===== src/rtl/fifo_uart_pkg.sv =====
`default_nettype none
// ============================================================================
//  Module      : fifo_uart_pkg
//  Description : Shared state encoding and line constants for the FIFO-fed
//                UART transmitter.
//  Revision    : 1.0 - initial release
// ============================================================================
package fifo_uart_pkg;

    // Transmitter state encoding; PARITY is only reachable when parity is built in
    typedef enum logic [2:0] {
        ST_IDLE   = 3'd0,
        ST_START  = 3'd1,
        ST_DATA   = 3'd2,
        ST_PARITY = 3'd3,
        ST_STOP   = 3'd4
    } tx_state_t;

    // Level of the serial line when no frame is being sent (UART mark)
    localparam logic c_tx_idle_level = 1'b1;

endpackage : fifo_uart_pkg
`default_nettype wire


===== src/rtl/baud_tick_gen.sv =====
`default_nettype none
// ============================================================================
//  Module      : baud_tick_gen
//  Description : Bit-period timer. Counts 0..CLKS_PER_BIT-1 and pulses tick on
//                the last cycle of each bit period; restart holds it at zero so
//                the first period after restart is a full one.
//  Revision    : 1.0 - initial release
// ============================================================================
module baud_tick_gen #(
    parameter int CLKS_PER_BIT = 16
) (
    input  logic clk,
    input  logic rst,
    input  logic restart,
    output logic tick
);

    localparam int                 c_cnt_w    = (CLKS_PER_BIT > 1) ? $clog2(CLKS_PER_BIT) : 1;
    localparam logic [c_cnt_w-1:0] c_cnt_last = c_cnt_w'(CLKS_PER_BIT - 1);

    logic [c_cnt_w-1:0] r_cnt;

    // Baud counter: reloads at every bit boundary, parked at zero on restart
    always_ff @(posedge clk) begin
        if (rst || restart || tick) begin
            r_cnt <= '0;
        end else begin
            r_cnt <= r_cnt + 1'b1;
        end
    end

    assign tick = (r_cnt == c_cnt_last);

endmodule : baud_tick_gen
`default_nettype wire


===== src/rtl/fifo_uart_tx.sv =====
`default_nettype none
// ============================================================================
//  Module      : fifo_uart_tx
//  Description : Read-side FIFO consumer. Pops one word from a show-ahead FIFO
//                whenever it is idle and the FIFO is not empty, then sends it
//                as a UART frame: start, DATA_WIDTH bits LSB-first, optional
//                even parity, one stop bit.
//                Build option: define FIFO_UART_TX_PARITY_EN to insert the
//                even-parity bit between the data bits and the stop bit.
//  Revision    : 1.0 - initial release
// ============================================================================
module fifo_uart_tx
    import fifo_uart_pkg::*;
#(
    parameter int DATA_WIDTH   = 8,
    parameter int CLKS_PER_BIT = 16
) (
    input  logic                  clk,
    input  logic                  rst,
    input  logic                  fifo_empty,
    input  logic [DATA_WIDTH-1:0] fifo_data,
    output logic                  fifo_r_en,
    output logic                  tx,
    output logic                  busy,
    output logic                  frame_done
);

    localparam int                     c_bit_cnt_w = $clog2(DATA_WIDTH) + 1;
    localparam logic [c_bit_cnt_w-1:0] c_last_bit  = c_bit_cnt_w'(DATA_WIDTH - 1);

    tx_state_t               r_state;
    tx_state_t               w_state_nxt;
    logic [DATA_WIDTH-1:0]   r_shift;
    logic [c_bit_cnt_w-1:0]  r_bit_cnt;
    logic                    r_tx;
    logic                    r_busy;
    logic                    r_frame_done;
    logic                    w_pop;
    logic                    w_tick;
    logic                    w_restart;
    logic                    w_last_bit;
`ifdef FIFO_UART_TX_PARITY_EN
    logic                    r_parity;
`endif

    // The bit timer only runs while a frame is in flight
    assign w_restart  = (r_state == ST_IDLE);
    assign w_last_bit = (r_bit_cnt == c_last_bit);

    baud_tick_gen #(
        .CLKS_PER_BIT (CLKS_PER_BIT)
    ) u_baud_tick_gen (
        .clk     (clk),
        .rst     (rst),
        .restart (w_restart),
        .tick    (w_tick)
    );

    // Next-state and pop decision; the pop is combinational so the word is
    // taken on the same edge that leaves IDLE
    always_comb begin
        w_state_nxt = r_state;
        w_pop       = 1'b0;
        case (r_state)
            ST_IDLE: begin
                if (!fifo_empty && !rst) begin
                    w_pop       = 1'b1;
                    w_state_nxt = ST_START;
                end
            end
            ST_START: begin
                if (w_tick) begin
                    w_state_nxt = ST_DATA;
                end
            end
            ST_DATA: begin
                if (w_tick && w_last_bit) begin
`ifdef FIFO_UART_TX_PARITY_EN
                    w_state_nxt = ST_PARITY;
`else
                    w_state_nxt = ST_STOP;
`endif
                end
            end
`ifdef FIFO_UART_TX_PARITY_EN
            ST_PARITY: begin
                if (w_tick) begin
                    w_state_nxt = ST_STOP;
                end
            end
`endif
            ST_STOP: begin
                if (w_tick) begin
                    w_state_nxt = ST_IDLE;
                end
            end
            default: begin
                w_state_nxt = ST_IDLE;
            end
        endcase
    end

    // State register
    always_ff @(posedge clk) begin
        if (rst) begin
            r_state <= ST_IDLE;
        end else begin
            r_state <= w_state_nxt;
        end
    end

    // Shift register and bit counter: load on pop, advance at each data-bit boundary
    always_ff @(posedge clk) begin
        if (rst) begin
            r_shift   <= '0;
            r_bit_cnt <= '0;
        end else if (w_pop) begin
            r_shift   <= fifo_data;
            r_bit_cnt <= '0;
        end else if ((r_state == ST_DATA) && w_tick) begin
            r_shift   <= r_shift >> 1;
            r_bit_cnt <= w_last_bit ? '0 : (r_bit_cnt + 1'b1);
        end
    end

`ifdef FIFO_UART_TX_PARITY_EN
    // Parity is taken from the whole word at pop time, before the shifts destroy it
    always_ff @(posedge clk) begin
        if (rst) begin
            r_parity <= 1'b0;
        end else if (w_pop) begin
            r_parity <= ^fifo_data;
        end
    end
`endif

    // Registered line and status outputs, each reflecting the state one cycle late
    always_ff @(posedge clk) begin
        if (rst) begin
            r_tx         <= c_tx_idle_level;
            r_busy       <= 1'b0;
            r_frame_done <= 1'b0;
        end else begin
            r_busy       <= (r_state != ST_IDLE);
            r_frame_done <= (r_state == ST_STOP) && w_tick;
            case (r_state)
                ST_START:  r_tx <= 1'b0;
                ST_DATA:   r_tx <= r_shift[0];
`ifdef FIFO_UART_TX_PARITY_EN
                ST_PARITY: r_tx <= r_parity;
`endif
                default:   r_tx <= c_tx_idle_level;
            endcase
        end
    end

    assign fifo_r_en  = w_pop;
    assign tx         = r_tx;
    assign busy       = r_busy;
    assign frame_done = r_frame_done;

endmodule : fifo_uart_tx
`default_nettype wire


===== config.mk =====
export PLATFORM = sky130hd
export DESIGN_NAME = fifo_uart_tx
export DESIGN_NICKNAME = d
export VERILOG_FILES = /design/src/rtl/fifo_uart_pkg.sv /design/src/rtl/baud_tick_gen.sv /design/src/rtl/fifo_uart_tx.sv
export SDC_FILE = /design/constraint.sdc
export NUM_CORES = 1
export LEC_CHECK = 0
export ABC_AREA = 0
export CAP_MARGIN = 20
export CELL_PAD_IN_SITES_DETAIL_PLACEMENT = 1
export CELL_PAD_IN_SITES_GLOBAL_PLACEMENT = 2
export CORE_MARGIN = 1
export CORE_UTILIZATION = 33
export DETAILED_ROUTE_END_ITERATION = 10
export PLACE_DENSITY = 0.87
export SYNTH_ARGS = -nofsm -noshare
export SYNTH_HDL_FRONTEND = slang
export SYNTH_SLANG_ARGS = --single-unit

===== constraint.sdc =====
create_clock -name clk -period 2.3 [get_ports clk]
set_input_delay 0.575 -clock clk [delete_from_list [all_inputs] [get_ports clk]]
set_output_delay 0.575 -clock clk [all_outputs]
set_load 0.02 [all_outputs]

==> impl_metrics.py <==
metrics = {
    "cts": {
        "clkSinkCount": 22,
        "cts-htree-levels": 1,
        "max-clock-path-buffers": 2,
        "root_buffer": "clkbuf_4",
        "post-cts-setup-buffer-count": 0,
        "clk_pin_slew_ns": 0.14,
        "cts_inserted_buffers": 3,
        "cts_tree": "built",
        "clock_latency_ns": 0.32,
    },
    "worst_setup_path": {
        "path_class": "primary input to primary output",
        "critPathArrivalTime_ns": 1.68,
        "worst-path-max-fanout": 2,
        "start_kind": "primary input",
        "slowest_stage": "or4_4",
        "crit_chain": "clkdlybuf4s50_1 > or4_4 > nor2_4 > buf_6",
        "max_stage_delay_ns": 0.45,
        "worstPathRequired_ns": 1.73,
        "cp-end-kind": "primary output",
    },
    "yosys": {
        "yosysWarningCount": 0,
        "synth_top_cell_area_share": 0.444,
        "synth_fp_nets": 126,
        "yosysSeqAreaShare": 0.444,
        "ys.flop_type": "dfxtp_1",
        "yosys-top-cells-area": "dfxtp_1 44%, o21ai_0 5.5%, nand3_1 4.5%",
        "avgSynthCellArea_um2": 8.78,
        "synth_top_area_cell": "dfxtp_1",
        "netlist_instances": 113,
        "syn_area_um2": 992,
        "synthArstFlopShare": 0,
        "ys_ff_latch": 22,
        "synth_edf_count": 0,
        "synth_cell_types": 34,
    },
    "floorplanning": {
        "rows": 19,
        "die_area_um2": 3230,
        "core_um2": 2810,
        "die-height_um": 56.8,
        "fp.dieW_um": 56.8,
        "start_util": 0.354,
        "pin_count": 15,
    },
    "global_routing": {
        "grt_usage": 0.169,
        "grt_pass1_vias": 903,
        "grt_max_degree": 15,
        "grt_antenna_before_repair": 0,
        "grt.overflow.total": 0,
        "grt_pass1_wl_um": 4170,
    },
    "pwr": {
        "ir_drop_mv": 0.417,
        "total_power_mw": 0.794,
        "p_leak_nw": 0.455,
        "power_density_nw_per_um2": 628,
    },
    "timing": {
        "finalMaxSlewViolations": 0,
        "setup_viol": 0,
        "rsz0062_at_grt": "no",
        "period_needed_ns": 2.26,
        "clock_skew_ns": 0.00946,
        "worst_pin_slew_ns": 0.613,
        "fin_crit_sh": 0.982,
        "maxSlewHeadroom": 0.589,
        "fmax_mhz": 443,
        "final_hold_viol_count": 0,
        "setup_slack_ns": 0.0409,
    },
    "min_path": {
        "min_path_type": "flip-flop to flip-flop",
    },
    "run": {
        "cap_violations": 0,
    },
    "placement": {
        "placed_cell_area_um2": 1200,
        "routabilityCongestion": 0.747,
        "hpwl_um": 1720,
        "port_buffers": 14,
        "pre_cts_ws_ns": -0.469,
    },
    "final_layout": {
        "drive_gt1_frac": 0.144,
        "finish.instance_area_um2": 1260,
        "multi_input_area_um2": 509,
        "area_delta_synth_final_pct": 27.5,
        "n_fill_cell": 341,
        "n_antenna_cell": 0,
        "layout.nets": 146,
        "regArea_um2": 440,
        "fin_util": 0.451,
    },
    "drt": {
        "vias_per_cell": 5.69,
        "wl_met1_um": 1130,
        "vias": 928,
        "wl_met2_um": 1160,
        "antenna_left": 0,
        "wl_met3_um": 72,
        "wirelength_um": 2400,
        "top_layer": "met4",
        "drcViolationCount": 2,
        "drt_iter0_drc": 20,
        "wire_per_inst_um": 14.7,
        "dr.pass1.iters": 7,
    },
    "run_status": {
        "violations": "design-rule violations",
        "run_status": "finished with violations",
    },
}
flip-flops by register name (all words and copies together), names as in the netlist:
name,count
u_baud_tick_gen.r_cnt,4
tx,1
busy,1
r_shift,8
r_state,3
frame_done,1
r_bit_cnt,4
final timing paths:
| path | from | end | slack (ns) | cells past startpoint |
|---|---|---|---|---|
| worst min-delay path | u_baud_tick_gen.r_cnt[0] | u_baud_tick_gen.r_cnt[0] | 0.46 | 1 |
| worst max-delay path | fifo_empty | fifo_r_en | 0.04 | 4 |
| worst max register to register | r_state[2] | r_bit_cnt[3] | 0.51 | 4 |
| worst min register to register | u_baud_tick_gen.r_cnt[0] | u_baud_tick_gen.r_cnt[0] | 0.46 | 1 |
per-layer routing:
metal  GRT usage  vias to the layer above
li1            -                      463
met1       0.206                      446
met2       0.286                       14
met3      0.0415                        5
met4      0.0627                        0
met5           0                        -
power by group:
group	leakage [nW]	switching, mW	internal [mW]	total (mW)
registers	0.179	0.00602	0.395	0.401
logic	0.248	0.0417	0.0461	0.0878
clock network	0.0279	0.128	0.176	0.305
total	0.455	0.176	0.618	0.794
critical path: cells and delay by family:
family | cells | cell delay, ns
buffers and inverters | 2 | 0.55
AND/OR/NAND/NOR | 2 | 0.56
cell usage after synthesis (all sizes together), types with 2 or more instances:
cell,instances
a21boi,2
a21oi,8
a32oi,4
and3,3
buf,2
clkbuf,6
dfxtp,22
ha,2
inv,4
nand2,5
nand3,9
nand3b,2
nor2,4
nor3,5
nor4,2
o21ai,11
o221ai,2
o31ai,2
or4,4
placed cells by master (no fill, tap or decap), types with 2 or more instances in the layout:
cell type        instances
inv_1                    4
clkbuf_4                 3
buf_4                    9
o31ai_1                  2
a32oi_1                  4
o221ai_1                 2
and3_1                   3
or4_1                    3
clkdlybuf4s50_1         13
nor3_1                   5
ha_1                     2
dfxtp_1                 22
a21boi_0                 2
nor2_1                   3
a21oi_1                  8
nand3_1                  9
nor4_1                   2
nand2_1                  5
o21ai_0                 11
nand3b_1                 2
stage by stage:
| step | setup TNS (ns) | hold WS [ns] | cells |
|---|---|---|---|
| 6_report | 0 | 0.463 | 163 |
| 5_1_grt | 0 | 0.502 | 163 |
| 4_1_cts | 0 | 0.468 | 163 |
| 3_5_place_dp | -0.469 | 0.449 | 159 |
| 3_3_place_gp | -0.452 | 0.440 | 159 |
| 2_1_floorplan | 0 | 0.428 | 113 |
logic make-up after synthesis:
group,count (synthesis),synth area share
simple gates,40,0.235
xor+xnor,2,0.0177
flops,22,0.444
compound gates,35,0.224
buf+inv,12,0.0542
fa+ha+maj,2,0.0252
layout make-up:
cell class / instances / area share
Sequential cell: 22 / 0.348
Inverter: 4 / 0.0119
Timing Repair Buffer: 23 / 0.165
Clock inverter: 1 / 0.0237
Multi-Input combinational cell: 79 / 0.403
Clock buffer: 3 / 0.0178
Tap cell: 31 / 0.0307
repair_timing:
action                                  4_1_cts  5_1_grt
gates resized for setup                       8        1
pin swaps                                     1        1
endpoints found under the setup margin        1        1
hold buffers                                  0        0
(Power assumes the default switching activity.)
